$ cat src/rtl/alu_pkg.sv
// rtl/alu_pkg.sv - shared constants and types for the ALU sharing arbiter.
package alu_pkg;

  localparam int WIDTH_DEF = 32;
  localparam int OP_W_DEF  = 3;

  localparam logic [2:0] ALU_ADD = 3'b000;
  localparam logic [2:0] ALU_SUB = 3'b001;
  localparam logic [2:0] ALU_AND = 3'b010;
  localparam logic [2:0] ALU_OR  = 3'b011;
  localparam logic [2:0] ALU_SRL = 3'b100;
  localparam logic [2:0] ALU_SRA = 3'b101;

  typedef enum logic [1:0] {
    S_IDLE = 2'd0,
    S_EXEC = 2'd1,
    S_RESP = 2'd2
  } state_t;

endpackage

$ cat src/rtl/rr_arb2.sv
// rtl/rr_arb2.sv - two-way combinational round-robin grant.
module rr_arb2 (
  input  logic valid0_i,
  input  logic valid1_i,
  input  logic last_grant_i,
  output logic gnt0_o,
  output logic gnt1_o
);

  // On a tie the requester that was not served last wins.
  assign gnt0_o = valid0_i & (~valid1_i | last_grant_i);
  assign gnt1_o = valid1_i & (~valid0_i | ~last_grant_i);

endmodule

$ cat src/rtl/alu_share_arbiter.sv
// rtl/alu_share_arbiter.sv - shares one external ALU between two requesters
// with round-robin arbitration, registered operands and registered result.
module alu_share_arbiter
  import alu_pkg::*;
#(
  parameter int WIDTH = WIDTH_DEF,
  parameter int OP_W  = OP_W_DEF
) (
  input  logic             clk,
  input  logic             reset_n,
  input  logic             req0_valid,
  output logic             req0_ready,
  input  logic [WIDTH-1:0] req0_a,
  input  logic [WIDTH-1:0] req0_b,
  input  logic [OP_W-1:0]  req0_op,
  output logic             rsp0_valid,
  input  logic             rsp0_ready,
  output logic [WIDTH-1:0] rsp0_c,
  input  logic             req1_valid,
  output logic             req1_ready,
  input  logic [WIDTH-1:0] req1_a,
  input  logic [WIDTH-1:0] req1_b,
  input  logic [OP_W-1:0]  req1_op,
  output logic             rsp1_valid,
  input  logic             rsp1_ready,
  output logic [WIDTH-1:0] rsp1_c,
  output logic [WIDTH-1:0] alu_a,
  output logic [WIDTH-1:0] alu_b,
  output logic [OP_W-1:0]  alu_op,
  input  logic [WIDTH-1:0] alu_c
);

  state_t           state_q;
  logic             last_grant_q;
  logic             owner_q;
  logic [WIDTH-1:0] alu_a_q;
  logic [WIDTH-1:0] alu_b_q;
  logic [OP_W-1:0]  alu_op_q;
  logic [WIDTH-1:0] result_q;
  logic             rsp0_valid_q;
  logic             rsp1_valid_q;

  logic gnt0, gnt1;
  logic rsp_hs;

  rr_arb2 u_arb (
    .valid0_i     (req0_valid),
    .valid1_i     (req1_valid),
    .last_grant_i (last_grant_q),
    .gnt0_o       (gnt0),
    .gnt1_o       (gnt1)
  );

  assign req0_ready = (state_q == S_IDLE) & gnt0;
  assign req1_ready = (state_q == S_IDLE) & gnt1;

  assign rsp_hs = owner_q ? (rsp1_valid_q & rsp1_ready) : (rsp0_valid_q & rsp0_ready);

  always_ff @(posedge clk or negedge reset_n) begin
    if (!reset_n) begin
      state_q      <= S_IDLE;
      last_grant_q <= 1'b1;
      owner_q      <= 1'b0;
      alu_a_q      <= '0;
      alu_b_q      <= '0;
      alu_op_q     <= '0;
      result_q     <= '0;
      rsp0_valid_q <= 1'b0;
      rsp1_valid_q <= 1'b0;
    end else begin
      case (state_q)
        S_IDLE: begin
          if (req0_valid && req0_ready) begin
            alu_a_q  <= req0_a;
            alu_b_q  <= req0_b;
            alu_op_q <= req0_op;
            owner_q  <= 1'b0;
            state_q  <= S_EXEC;
          end else if (req1_valid && req1_ready) begin
            alu_a_q  <= req1_a;
            alu_b_q  <= req1_b;
            alu_op_q <= req1_op;
            owner_q  <= 1'b1;
            state_q  <= S_EXEC;
          end
        end
        S_EXEC: begin
          // Operands have been stable at the ALU for a full cycle here.
          result_q     <= alu_c;
          rsp0_valid_q <= ~owner_q;
          rsp1_valid_q <= owner_q;
          state_q      <= S_RESP;
        end
        S_RESP: begin
          if (rsp_hs) begin
            rsp0_valid_q <= 1'b0;
            rsp1_valid_q <= 1'b0;
            last_grant_q <= owner_q;
            state_q      <= S_IDLE;
          end
        end
        default: begin
          state_q      <= S_IDLE;
          rsp0_valid_q <= 1'b0;
          rsp1_valid_q <= 1'b0;
        end
      endcase
    end
  end

  assign alu_a      = alu_a_q;
  assign alu_b      = alu_b_q;
  assign alu_op     = alu_op_q;
  assign rsp0_valid = rsp0_valid_q;
  assign rsp1_valid = rsp1_valid_q;
  assign rsp0_c     = result_q;
  assign rsp1_c     = result_q;

endmodule
$ cat config.mk
export PLATFORM = sky130hd
export DESIGN_NAME = alu_share_arbiter
export DESIGN_NICKNAME = d
export VERILOG_FILES = /design/src/rtl/alu_pkg.sv /design/src/rtl/rr_arb2.sv /design/src/rtl/alu_share_arbiter.sv
export SDC_FILE = /design/constraint.sdc
export NUM_CORES = 1
export LEC_CHECK = 0
export ABC_AREA = 1
export BUFFER_PORTS_ARGS = -buffer_cell sky130_fd_sc_hd__clkbuf_2
export CAP_MARGIN = 20
export CORE_MARGIN = 10
export CORE_UTILIZATION = 48
export CTS_CLUSTER_DIAMETER = 40
export CTS_CLUSTER_SIZE = 30
export DETAILED_ROUTE_END_ITERATION = 8
export HOLD_SLACK_MARGIN = 0.15
export PLACE_DENSITY = 0.86
export SETUP_SLACK_MARGIN = 0.4
export SYNTH_ARGS = -nofsm -noshare
export SYNTH_HDL_FRONTEND = slang
export SYNTH_SLANG_ARGS = --single-unit
$ cat constraint.sdc
create_clock -name clk -period 2.3 [get_ports clk]
set_clock_uncertainty 0.05 [all_clocks]
set_input_delay 0.575 -clock clk [delete_from_list [all_inputs] [get_ports clk]]
set_output_delay 0.575 -clock clk [all_outputs]
set_load 0.02 [all_outputs]
# Word level (Yosys, flattened, before mapping)
# Cells that the tools add are included.
# W data, S select, Z words.
# totals
ff_bits,105
out_inout_bits,135
word_cells,50
# op_classes
n_eq_ne,4
mux,16
bitwise,13
reduce_logical,8
# ops
cell,count
$mux W32,4
$reduce_and A2 Y1,4
$and A1 B1 Y1,6
$mux W2,3
$mux W3,2
$pmux W1 S3,2
$pmux W2 S3,1
$not A1 Y1,5
$mux W1,4
$ne A3 B1 Y1 const B,1
$eq A2 B1 Y1 const B,1
$eq A2 B2 Y1 const B,1
$logic_and A1 B1 Y1,2
$logic_not A2 Y1,1
$ne A2 B2 Y1 const B,1
$or A1 B1 Y1,2
$reduce_bool A2 Y1,1

# Logic depth before layout (Yosys ltp)
# Gate-level depths: netlist of run 1.
# logic_depth
ltp_word,8
ltp_mapped,8
depth_no_buf,7

# Hierarchy
# Synthesis of run 1 repeated with hierarchy kept, for this count alone.
# unflattened
hier_cells,722
hier_area_um2,5307.6
# modules_own_cells
mod,instances,cells_each,area_per_inst_um2,seq_area_each_um2
alu_share_arbiter,1,718,5280.1,2628.8
rr_arb2,1,4,27.5,0.0

# Worst setup path after synthesis of run 1
# Ideal clock, no wire load.
# synth_path
path_type,input to output
start,input req0_valid
end,output req1_ready
arrival_time_ns,1.397
setup_slack_ns,0.278
stages,6
cell_sequence,buf_2 -> nand2_1 -> nand3_2 -> buf_2 -> buf_2 -> inv_1
# synth_between
elab_chain_len,4
# synth_rtl
element,line_no,source
start: declaration,alu_share_arbiter.sv:11,"input logic req0_valid,"
$not A1 Y1,rr_arb2.sv:12,assign gnt1_o = valid1_i & (~valid0_i | ~last_grant_i);
$or A1 B1 Y1,rr_arb2.sv:12,
$and A1 B1 Y1,rr_arb2.sv:12,
$and A1 B1 Y1,alu_share_arbiter.sv:55,assign req1_ready = (state_q == S_IDLE) & gnt1;
end: declaration,alu_share_arbiter.sv:20,"output logic req1_ready,"
# No other way between the ends.

# Worst setup path in the final report of run 1
# layout_path
start,register state_q[0]
end,output req1_ready
# layout_between
elab_chain_len,2
# layout_rtl
element,line_no,source
start: declaration,alu_share_arbiter.sv:33,state_t state_q;
start signal: assignment,alu_share_arbiter.sv:61,state_q <= S_IDLE;
start signal: assignment,alu_share_arbiter.sv:78,state_q <= S_EXEC;
start signal: assignment,alu_share_arbiter.sv:84,state_q <= S_EXEC;
$logic_not A2 Y1,alu_share_arbiter.sv:55,
$and A1 B1 Y1,alu_share_arbiter.sv:55,
# No other way between the ends.

==> reports/qor.csv, run 1 <==
metric,value,unit
cts_buffers,9,
timing_max_transition_violations_final,0,
worst_skew_pair.late_latency,0.33,ns
detailed_place.area,0.00680,mm²
timing.hold.worst.class,in -> reg,
start_kind,register,
hpwlAfterDp,13900,µm
critPathSlowestCell,dfrtp_1,
number_of_nets_still_failing_antenna_checks_after_routing,0,
synth_top_cell_by_area,dfrtp_1,
cp_slowest_stage_delay,0.40,ns
worstReg2RegStart,last_grant_q,
tritoncts_clock_tree,built,
place_congestion,0.831,
synthCells,722,
synthesized_area_per_cell,7.47,µm²
timing.critical_path.required,1.67,ns
grt_pass1_vias,5652,
floorplan.die_area,0.0159,mm²
clock_sinks,105,
final-instance-count-excl-fill,1120,
hold_path.startpoint,alu_c[30],
rows,38,
cts_max_path_buffers,2,
drt_drc_violations_left,0,
tns,0,ns
synth_unique_cells,17,
mostFrequentLayoutCell,nand2_1,
layout.area.seq,0.00263,mm²
clock_transition_at_the_registers_of_the_reported_paths,0.08,ns
synth_top_area_share,0.482,
synth_seq_cells,105,
timing.fmax,526,MHz
timing.critical_path.arrival,1.28,ns
crit_path_start,state_q[0],
ys_top_cells_by_area,"dfrtp_1, nand2_1, nand4_1",
cp-end-kind,primary output,
port_buffers,306,
final.hold.worst_slack,0.380,ns
power_density,1520,mW/mm²
crit_chain,"nor2_4, nand3_4, inv_4, clkbuf_4",
multiInputGateArea,0.00226,mm²
finish.net_count,1146,
drt_wl_total,18400,µm
total_leakage_power,0.00437,µW
postLayoutCellArea,0.00720,mm²
drt_iter0_markers,452,
grt_max_degree,82,
placedCellCount,1095,
grt.overflow.total,0,
yosysSeqAreaShare,0.487,
ios,307,
drt_first_pass_iters,5,
grt_pass1_wl,29200,µm
synth.yosys.warnings,0,
mostFrequentLayoutCells,"nand2_1, clkbuf_2, dfrtp_1",
post_drt_via_cell_ratio,5.08,
core_region,0.0109,mm²
final_util,0.659,
max_cap_violations,0,
cts.root.buffer_cell,clkbuf_16,
via_total_after_detailed_routing,5692,
drive_gt1_frac,0.362,
area_growth_syn_to_layout,33.5,%
grt_usage,0.219,
hold_violations,0,
worst_ir_drop_vdd,826,µV
cts_max_level,3,
initial_antenna_violation_count,1,
mappedNetlistNets,894,
n_fill_cell,965,
final_setup_violations,0,
chipHeight,126,µm
fin_crit,1.90,ns
wl_per_cell,16.4,µm
syn-cell-area,0.00540,mm²
floorplan.initialDensity,0.493,
rsz0062_at_grt,yes,
timing.final.crit_share,0.826,
maxSlewHeadroom,0.544,
outcome,"finished, final reports clean",
worst-setup-path-type,reg -> out,
worst_slew_pin_slew,0.684,ns
critical_path_peak_fanout,3,
fp.dieW,126,µm
## routing by layer
layer	track usage	routed length, µm	vias to the layer above
met2	0.391	9460	256
li1	-	-	2803
met3	0.0680	1610	22
met4	0.0516	252	0
met1	0.250	7040	2611
met5	0	0	-
## power by group
part | internal [µW] | switching [µW] | leakage (µW) | total, µW
registers | 2760 | 599 | 0.00130 | 3360
logic | 1910 | 4090 | 0.00292 | 6000
clock network | 870 | 719 | 0.000148 | 1590
total | 5540 | 5410 | 0.00437 | 10900
## repair_timing
| action | in CTS | in global routing |
|---|---|---|
| resized for setup | 6 | 3 |
| hold buffers | 1 | 0 |
| pin swaps | 2 | 3 |
| hold endpoints to repair | 24 | 0 |
| buffers inserted | 5 | 2 |
| cloned | 0 | 0 |
| endpoints found under the setup margin | 2 | 4 |
## stage by stage
stage / setup WS (ns) / power (µW)
after global routing: 0.340 / 11800
after detailed placement: 0.442 / 9340
final: 0.400 / 10900
after global placement: 0.467 / 9200
after floorplan: 0.414 / 7540
after CTS: 0.363 / 11000
## state kept, by name (all words and copies together), names as in the netlist
name          count
alu_a            32
alu_b            32
rsp0_c           32
alu_op            3
state_q           2
last_grant_q      1
owner_q           1
rsp0_valid        1
rsp1_valid        1
## synthesized netlist by cell type
| cell type | n |
|---|---|
| a21boi_0 | 1 |
| nand2_1 | 376 |
| buf_6 | 2 |
| buf_1 | 7 |
| nand4_1 | 67 |
| dfstp_2 | 1 |
| nand3_2 | 2 |
| dfrtp_1 | 104 |
| nor2_4 | 1 |
| clkbuf_1 | 23 |
| nor2_2 | 1 |
| nor2_1 | 1 |
| nand3_1 | 70 |
| buf_2 | 23 |
| inv_1 | 8 |
| o21ai_0 | 2 |
| buf_4 | 33 |
## logic make-up after synthesis
group                  count (synthesis)  synth area share
AO/OA/AOI/OAI                          3           0.00325
buffers and inverters                 96            0.0978
AND/OR/NAND/NOR                      518             0.412
flip-flops                           105             0.487
## critical path, delay by kind of cell (launching register included)
kind | cells | cell delay, ns
DFF | 1 | 0.40
and+or+nand+nor | 2 | 0.31
buffers and inverters | 2 | 0.22
## worst paths after layout
kind | depth (start not counted) | slack, ns | to
min in group asynchronous | 2 | 0.65 | alu_b[21]
hold / removal | 3 | 0.38 | rsp0_c[30]
setup reg to reg | 10 | 0.56 | alu_a[28]
setup / recovery | 4 | 0.40 | req1_ready
max in group asynchronous | 3 | 0.98 | alu_a[3]
hold reg to reg | 2 | 0.44 | rsp0_c[21]
## layout make-up
cell class / count / share of cell area
Antenna cell: 1 / 0.000347
Clock buffer: 9 / 0.0313
Clock inverter: 7 / 0.0122
Inverter: 8 / 0.00486
Multi-Input combinational cell: 521 / 0.314
Sequential cell: 105 / 0.365
Tap cell: 140 / 0.0243
Timing Repair Buffer: 329 / 0.248
No activity file was read; power rests on OpenSTA's default activity.
==> run 2: changes to the inputs <==
- ABC_AREA: 1 -> 0
- CORE_UTILIZATION: 48 -> 40
- PLACE_DENSITY: 0.86 -> 0.78
- clock period: 2.3 -> 1.6 ns (I/O delays scaled with it)
==> reports/qor.csv, run 2 <==
metric,value,unit,change
fin_crit,1.79,ns,
grt.overflow.total,0,,unchanged
cts_max_level,3,,unchanged
clock_transition_at_the_registers_of_the_reported_paths,0.08,ns,about the same
synth.yosys.warnings,0,,unchanged
synth_edf_count,0,,unchanged
place_congestion,0.825,,was 0.831
mostFrequentLayoutCell,clkbuf_2,,was nand2_1
start_kind,register,,unchanged
cts_buffers,9,,unchanged
detailedPlace.worstSlack,-0.0220,ns,was 0.442 ns
grt_pass1_wl,32900,µm,was 29200 µm
drt_drc_violations_left,0,,unchanged
maxSlewHeadroom,0.779,,was 0.544
synth_seq_cells,105,,unchanged
grt_max_degree,48,,was 82
cts_max_path_buffers,2,,unchanged
mostFrequentLayoutCells,"clkbuf_2, dfrtp_1, inv_1",,"was nand2_1, clkbuf_2, dfrtp_1"
cts.root.buffer_cell,clkbuf_16,,unchanged
final_setup_violations,69,,was 0
timing.critical_path.required,1.15,ns,was 1.67 ns
rsz0062_at_grt,yes,,unchanged
number_of_nets_still_failing_antenna_checks_after_routing,0,,unchanged
timing.critical_path.arrival,1.34,ns,was 1.28 ns
fp.dieW,133,µm,was 126 µm
grt_pass1_vias,5575,,was 5652
synth_top_area_share,0.508,,was 0.482
violations_in_the_final_reports,negative setup slack,,
combPwrFrac,0.628,,was 0.548
cp-end-kind,primary output,,unchanged
max_cap_violations,0,,unchanged
top_cell_types_by_occurrence_after_synthesis,"dfrtp_1, inv_1, nand3_1",,"was nand2_1, dfrtp_1, nand3_1"
synthCells,512,,was 722
timing.fmax,560,MHz,
internal_power,11600,µW,was 5540 µW
clock_power_share,0.116,,was 0.145
outcome,finished with violations,,"was finished, final reports clean"
mappedNetlistNets,684,,was 894
n_fill_cell,902,,was 965
chipHeight,133,µm,was 126 µm
worst_skew_pair.late_latency,0.35,ns,was 0.33 ns
postLayoutSetupSlackWorst,-0.186,ns,was 0.400 ns
yosysSeqAreaShare,0.513,,was 0.487
finish.net_count,993,,was 1146
floorplan.die_area,0.0177,mm²,was 0.0159 mm²
worst-setup-path-type,reg -> out,,unchanged
hpwlAfterDp,13900,µm,about the same
timing_max_transition_violations_final,0,,unchanged
switching_part_of_the_total,0.427,,was 0.494
drt_wl_total,24600,µm,was 18400 µm
ys_top_cells_by_area,"dfrtp_1, o311ai_1, nand3_1",,"was dfrtp_1, nand2_1, nand4_1"
post_drt_via_cell_ratio,5.53,,was 5.08
timing.hold.worst.class,in -> reg,,unchanged
synth-main-ff-cell,dfrtp_1,,unchanged
core_region,0.0126,mm²,was 0.0109 mm²
synthesized_area_per_cell,10.0,µm²,was 7.47 µm²
drive_gt1_frac,0.535,,was 0.362
async_reset_ff_frac,1.00,,unchanged
floorplan.initialDensity,0.407,,was 0.493
power_density,2370,mW/mm²,was 1520 mW/mm²
netSwitchingPower,8670,µW,was 5410 µW
yosysMostFrequentCell,dfrtp_1,,was nand2_1
grt_usage,0.234,,was 0.219
drt_first_pass_iters,4,,was 5
drt_iter0_markers,457,,was 452
rows,41,,was 38
tritoncts_clock_tree,built,,unchanged
ios,307,,unchanged
critical_path_peak_fanout,5,,was 3
port_buffers,306,,unchanged
area_growth_syn_to_layout,67.6,%,was 33.5%
clock_sinks,105,,unchanged
worst_slew_pin_slew,0.326,ns,was 0.684 ns
via_total_after_detailed_routing,5517,,was 5692
synth_top_cell_by_area,dfrtp_1,,unchanged
power.sequential.fraction,0.257,,was 0.307
initial_antenna_violation_count,0,,was 1
total_leakage_power,0.00439,µW,was 0.00437 µW
wl_per_cell,24.7,µm,was 16.4 µm
synth_unique_cells,28,,was 17
worst_ir_drop_vdd,835,µV,was 826 µV
power,20300,µW,was 10900 µW
syn-cell-area,0.00512,mm²,was 0.00540 mm²
hold_violations,0,,unchanged
timing.final.crit_share,1.12,,
antennaDiodeCount,0,,was 1
## run 2: final cells by class
| class | instances | area, µm² | area share |
|---|---|---|---|
| clock buffer | 12 | 256 | 0.0299 |
| clock inverter | 4 | 51.3 | 0.00598 |
| inverter | 70 | 263 | 0.0306 |
| multi-input combinational | 257 | 1950 | 0.227 |
| sequential | 105 | 2640 | 0.307 |
| tap | 172 | 215 | 0.0251 |
| timing repair buffer | 378 | 3210 | 0.374 |
## run 2: cell families after synthesis
logic type / share of synthesized area
flip-flops: 0.513
multiplexers: 0.0723
buffers and inverters: 0.140
AND/OR/NAND/NOR: 0.0853
AO/OA/AOI/OAI: 0.190
## run 2: worst paths after layout
| check | start | endpoint | slack, ns | cells past startpoint |
|---|---|---|---|---|
| worst max-delay path | state_q[1] | req0_ready | -0.19 | 3 |
| worst min-delay path | alu_c[30] | rsp0_c[30] | 0.23 | 2 |
| worst max register to register | state_q[0] | rsp0_c[6] | -0.14 | 8 |
| worst min register to register | alu_b[0] | alu_b[0] | 0.45 | 2 |
| max in group asynchronous | reset_n | last_grant_q | 0.47 | 3 |
| min in group asynchronous | reset_n | rsp0_c[18] | 0.44 | 2 |
## run 2: timing repair
| item | 4_1_cts | 5_1_grt |
|---|---|---|
| setup buffers | 17 | 17 |
| endpoints found under the setup margin | 237 | 238 |
| cloned | 10 | 6 |
| gates resized for setup | 146 | 124 |
| endpoints found under the hold margin | 15 | 0 |
| pin swaps | 2 | 2 |
| hold buffers | 1 | 0 |
## run 2: stage by stage
stage          cell area, µm²  hold WS, ns  setup TNS [ns]  utilization  cells
2_1_floorplan            5190       0.0544        -0.00489            -    512
3_3_place_gp             6700        0.239               0        0.533    931
3_5_place_dp             6700        0.240         -0.0567        0.533    931
4_1_cts                  8030        0.203           -1.42        0.639    975
5_1_grt                  8580        0.234           -8.48        0.683    998
6_report                 8580        0.233           -4.40        0.683    998
## run 2: metal layers
| layer | wire [µm] | global-route usage |
|---|---|---|
| met1 | 8590 | 0.255 |
| met3 | 2400 | 0.0793 |
| met4 | 938 | 0.0683 |
| met2 | 12700 | 0.419 |
| met5 | 0 | 0 |
## run 2: power groups by stage
stage	Clock, µW	Combinational, µW	Sequential [µW]
after floorplan	0	4300	6430
after global placement	0	8410	4840
after detailed placement	0	8520	4920
after CTS	2330	11000	4960
after global routing	2460	13300	5360
final	2350	12700	5210
## run 2: critical path, stage by stage (launching register included)
cell and delay, ns:
dfrtp_2 0.46, nor3b_4 0.22, and2_4 0.19, buf_8 0.12
==> run 3: changes to the inputs <==
- CORE_ASPECT_RATIO: default -> 1.75
==> reports/qor.csv, run 3 (synthesis gave the netlist of run 2 again) <==
metric,value,unit,change
mostFrequentLayoutCells,"clkbuf_2, dfrtp_1, inv_1",,unchanged
timing.hold.worst.class,in -> reg,,unchanged
hold_violations,0,,unchanged
cp-end-kind,primary output,,unchanged
violations_in_the_final_reports,negative setup slack,,unchanged
initial_antenna_violation_count,0,,unchanged
clock_sinks,105,,unchanged
hpwlAfterDp,14200,µm,was 13900 µm
maxSlewHeadroom,0.771,,was 0.779
fin_crit,1.77,ns,was 1.79 ns
hold_path.startpoint,alu_c[26],,was alu_c[30]
drt_first_pass_iters,4,,unchanged
clock_transition_at_the_registers_of_the_reported_paths,0.08,ns,about the same
grt_pass1_vias,5406,,was 5575
drt_drc_violations_left,0,,unchanged
fp.dieW,106,µm,was 133 µm
cts_max_path_buffers,2,,unchanged
timing_max_transition_violations_final,0,,unchanged
via_total_after_detailed_routing,5174,,was 5517
rsz0062_at_grt,yes,,unchanged
placedCellCount,931,,unchanged
worstReg2RegStart,state_q[0],,unchanged
area_growth_syn_to_layout,55.1,%,was 67.6%
detailedPlace.worstSlack,-0.0498,ns,was -0.0220 ns
number_of_nets_still_failing_antenna_checks_after_routing,0,,unchanged
timing.critical_path.arrival,1.32,ns,was 1.34 ns
rows,54,,was 41
cts.root.buffer_cell,clkbuf_16,,unchanged
wl_per_cell,21.4,µm,was 24.7 µm
postLayoutCellArea,0.00794,mm²,was 0.00858 mm²
worst_ir_drop_vdd,989,µV,was 835 µV
core_region,0.0125,mm²,was 0.0126 mm²
total_leakage_power,0.00411,µW,was 0.00439 µW
outcome,finished with violations,,unchanged
worst_skew_pair.late_latency,0.35,ns,about the same
critical_path_peak_fanout,4,,was 5
grt.overflow.total,0,,unchanged
cts_max_level,3,,unchanged
ios,307,,unchanged
power_density,2310,mW/mm²,was 2370 mW/mm²
mostFrequentLayoutCell,clkbuf_2,,unchanged
timing.critical_path.required,1.15,ns,about the same
grt_usage,0.213,,was 0.234
drt_wl_total,20700,µm,was 24600 µm
antennaDiodeCount,0,,unchanged
grt_max_degree,50,,was 48
grt_pass1_wl,30500,µm,was 32900 µm
postLayoutSetupSlackWorst,-0.167,ns,was -0.186 ns
floorplan.initialDensity,0.410,,was 0.407
cts_buffers,9,,unchanged
final_util,0.635,,was 0.683
timing.fmax,566,MHz,was 560 MHz
drt_iter0_markers,252,,was 457
floorplan.die_area,0.0179,mm²,was 0.0177 mm²
final_setup_violations,18,,was 69
crit_path_start,state_q[1],,unchanged
tritoncts_clock_tree,built,,unchanged
start_kind,register,,unchanged
worst-setup-path-type,reg -> out,,unchanged
port_buffers,306,,unchanged
finish.net_count,970,,was 993
detailed_place.area,0.00675,mm²,was 0.00670 mm²
timing.final.crit_share,1.10,,was 1.12
max_cap_violations,0,,unchanged
final-instance-count-excl-fill,971,,was 998
post_drt_via_cell_ratio,5.33,,was 5.53
place_congestion,0.815,,was 0.825
drive_gt1_frac,0.517,,was 0.535
chipHeight,170,µm,was 133 µm
worst_slew_pin_slew,0.344,ns,was 0.326 ns
[run 3: worst paths after layout]
kind,endpoint,slack (ns),cells past startpoint
min in group asynchronous,alu_b[11],0.44,2
min reg2reg,alu_a[4],0.45,2
max in group asynchronous,last_grant_q,0.46,3
min,rsp0_c[26],0.21,2
max,req0_ready,-0.17,3
max reg2reg,alu_a[29],-0.02,5
[run 3: power breakdown]
| part | switching [µW] | total [µW] | internal, µW |
|---|---|---|---|
| clock | 1060 | 2180 | 1120 |
| sequential | 1050 | 5110 | 4060 |
| combinational | 5910 | 11000 | 5140 |
[run 3: routing by layer]
layer  GRT usage  routed length, µm
met4      0.0651                444
met1       0.223               7500
met2       0.392              11200
met3      0.0692               1560
met5           0                  0
[run 3: stage by stage]
step | setup TNS [ns] | hold WS (ns) | total power, µW
CTS | -0.384 | 0.201 | 17500
global placement | -0.0553 | 0.277 | 13300
floorplan | -0.00489 | 0.0544 | 10700
detailed placement | -1.24 | 0.286 | 13500
global route | -2.14 | 0.205 | 19300
finish | -0.414 | 0.208 | 18300
[run 3: cell type report]
class,instances,area [µm²]
clock buffers,10,239
clock inverters,6,47.5
fillers,1005,4560
inverters,70,263
multi-input cells,257,1940
flip-flops and latches,105,2630
well taps,168,210
repair buffers,355,2610
[run 3: critical path, stage by stage, from the launching register on]
cell and delay [ns]:
dfrtp_2 0.46, nor3b_4 0.21, and2_4 0.19, buf_8 0.12
[run 3: repair_timing]
action | 4_1_cts | 5_1_grt
pin swaps | 2 | 2
cloned | 3 | 1
hold buffers | 1 | 0
buffers inserted | 10 | 9
setup endpoints to repair | 237 | 239
hold endpoints to repair | 20 | 0
gates resized for setup | 120 | 104
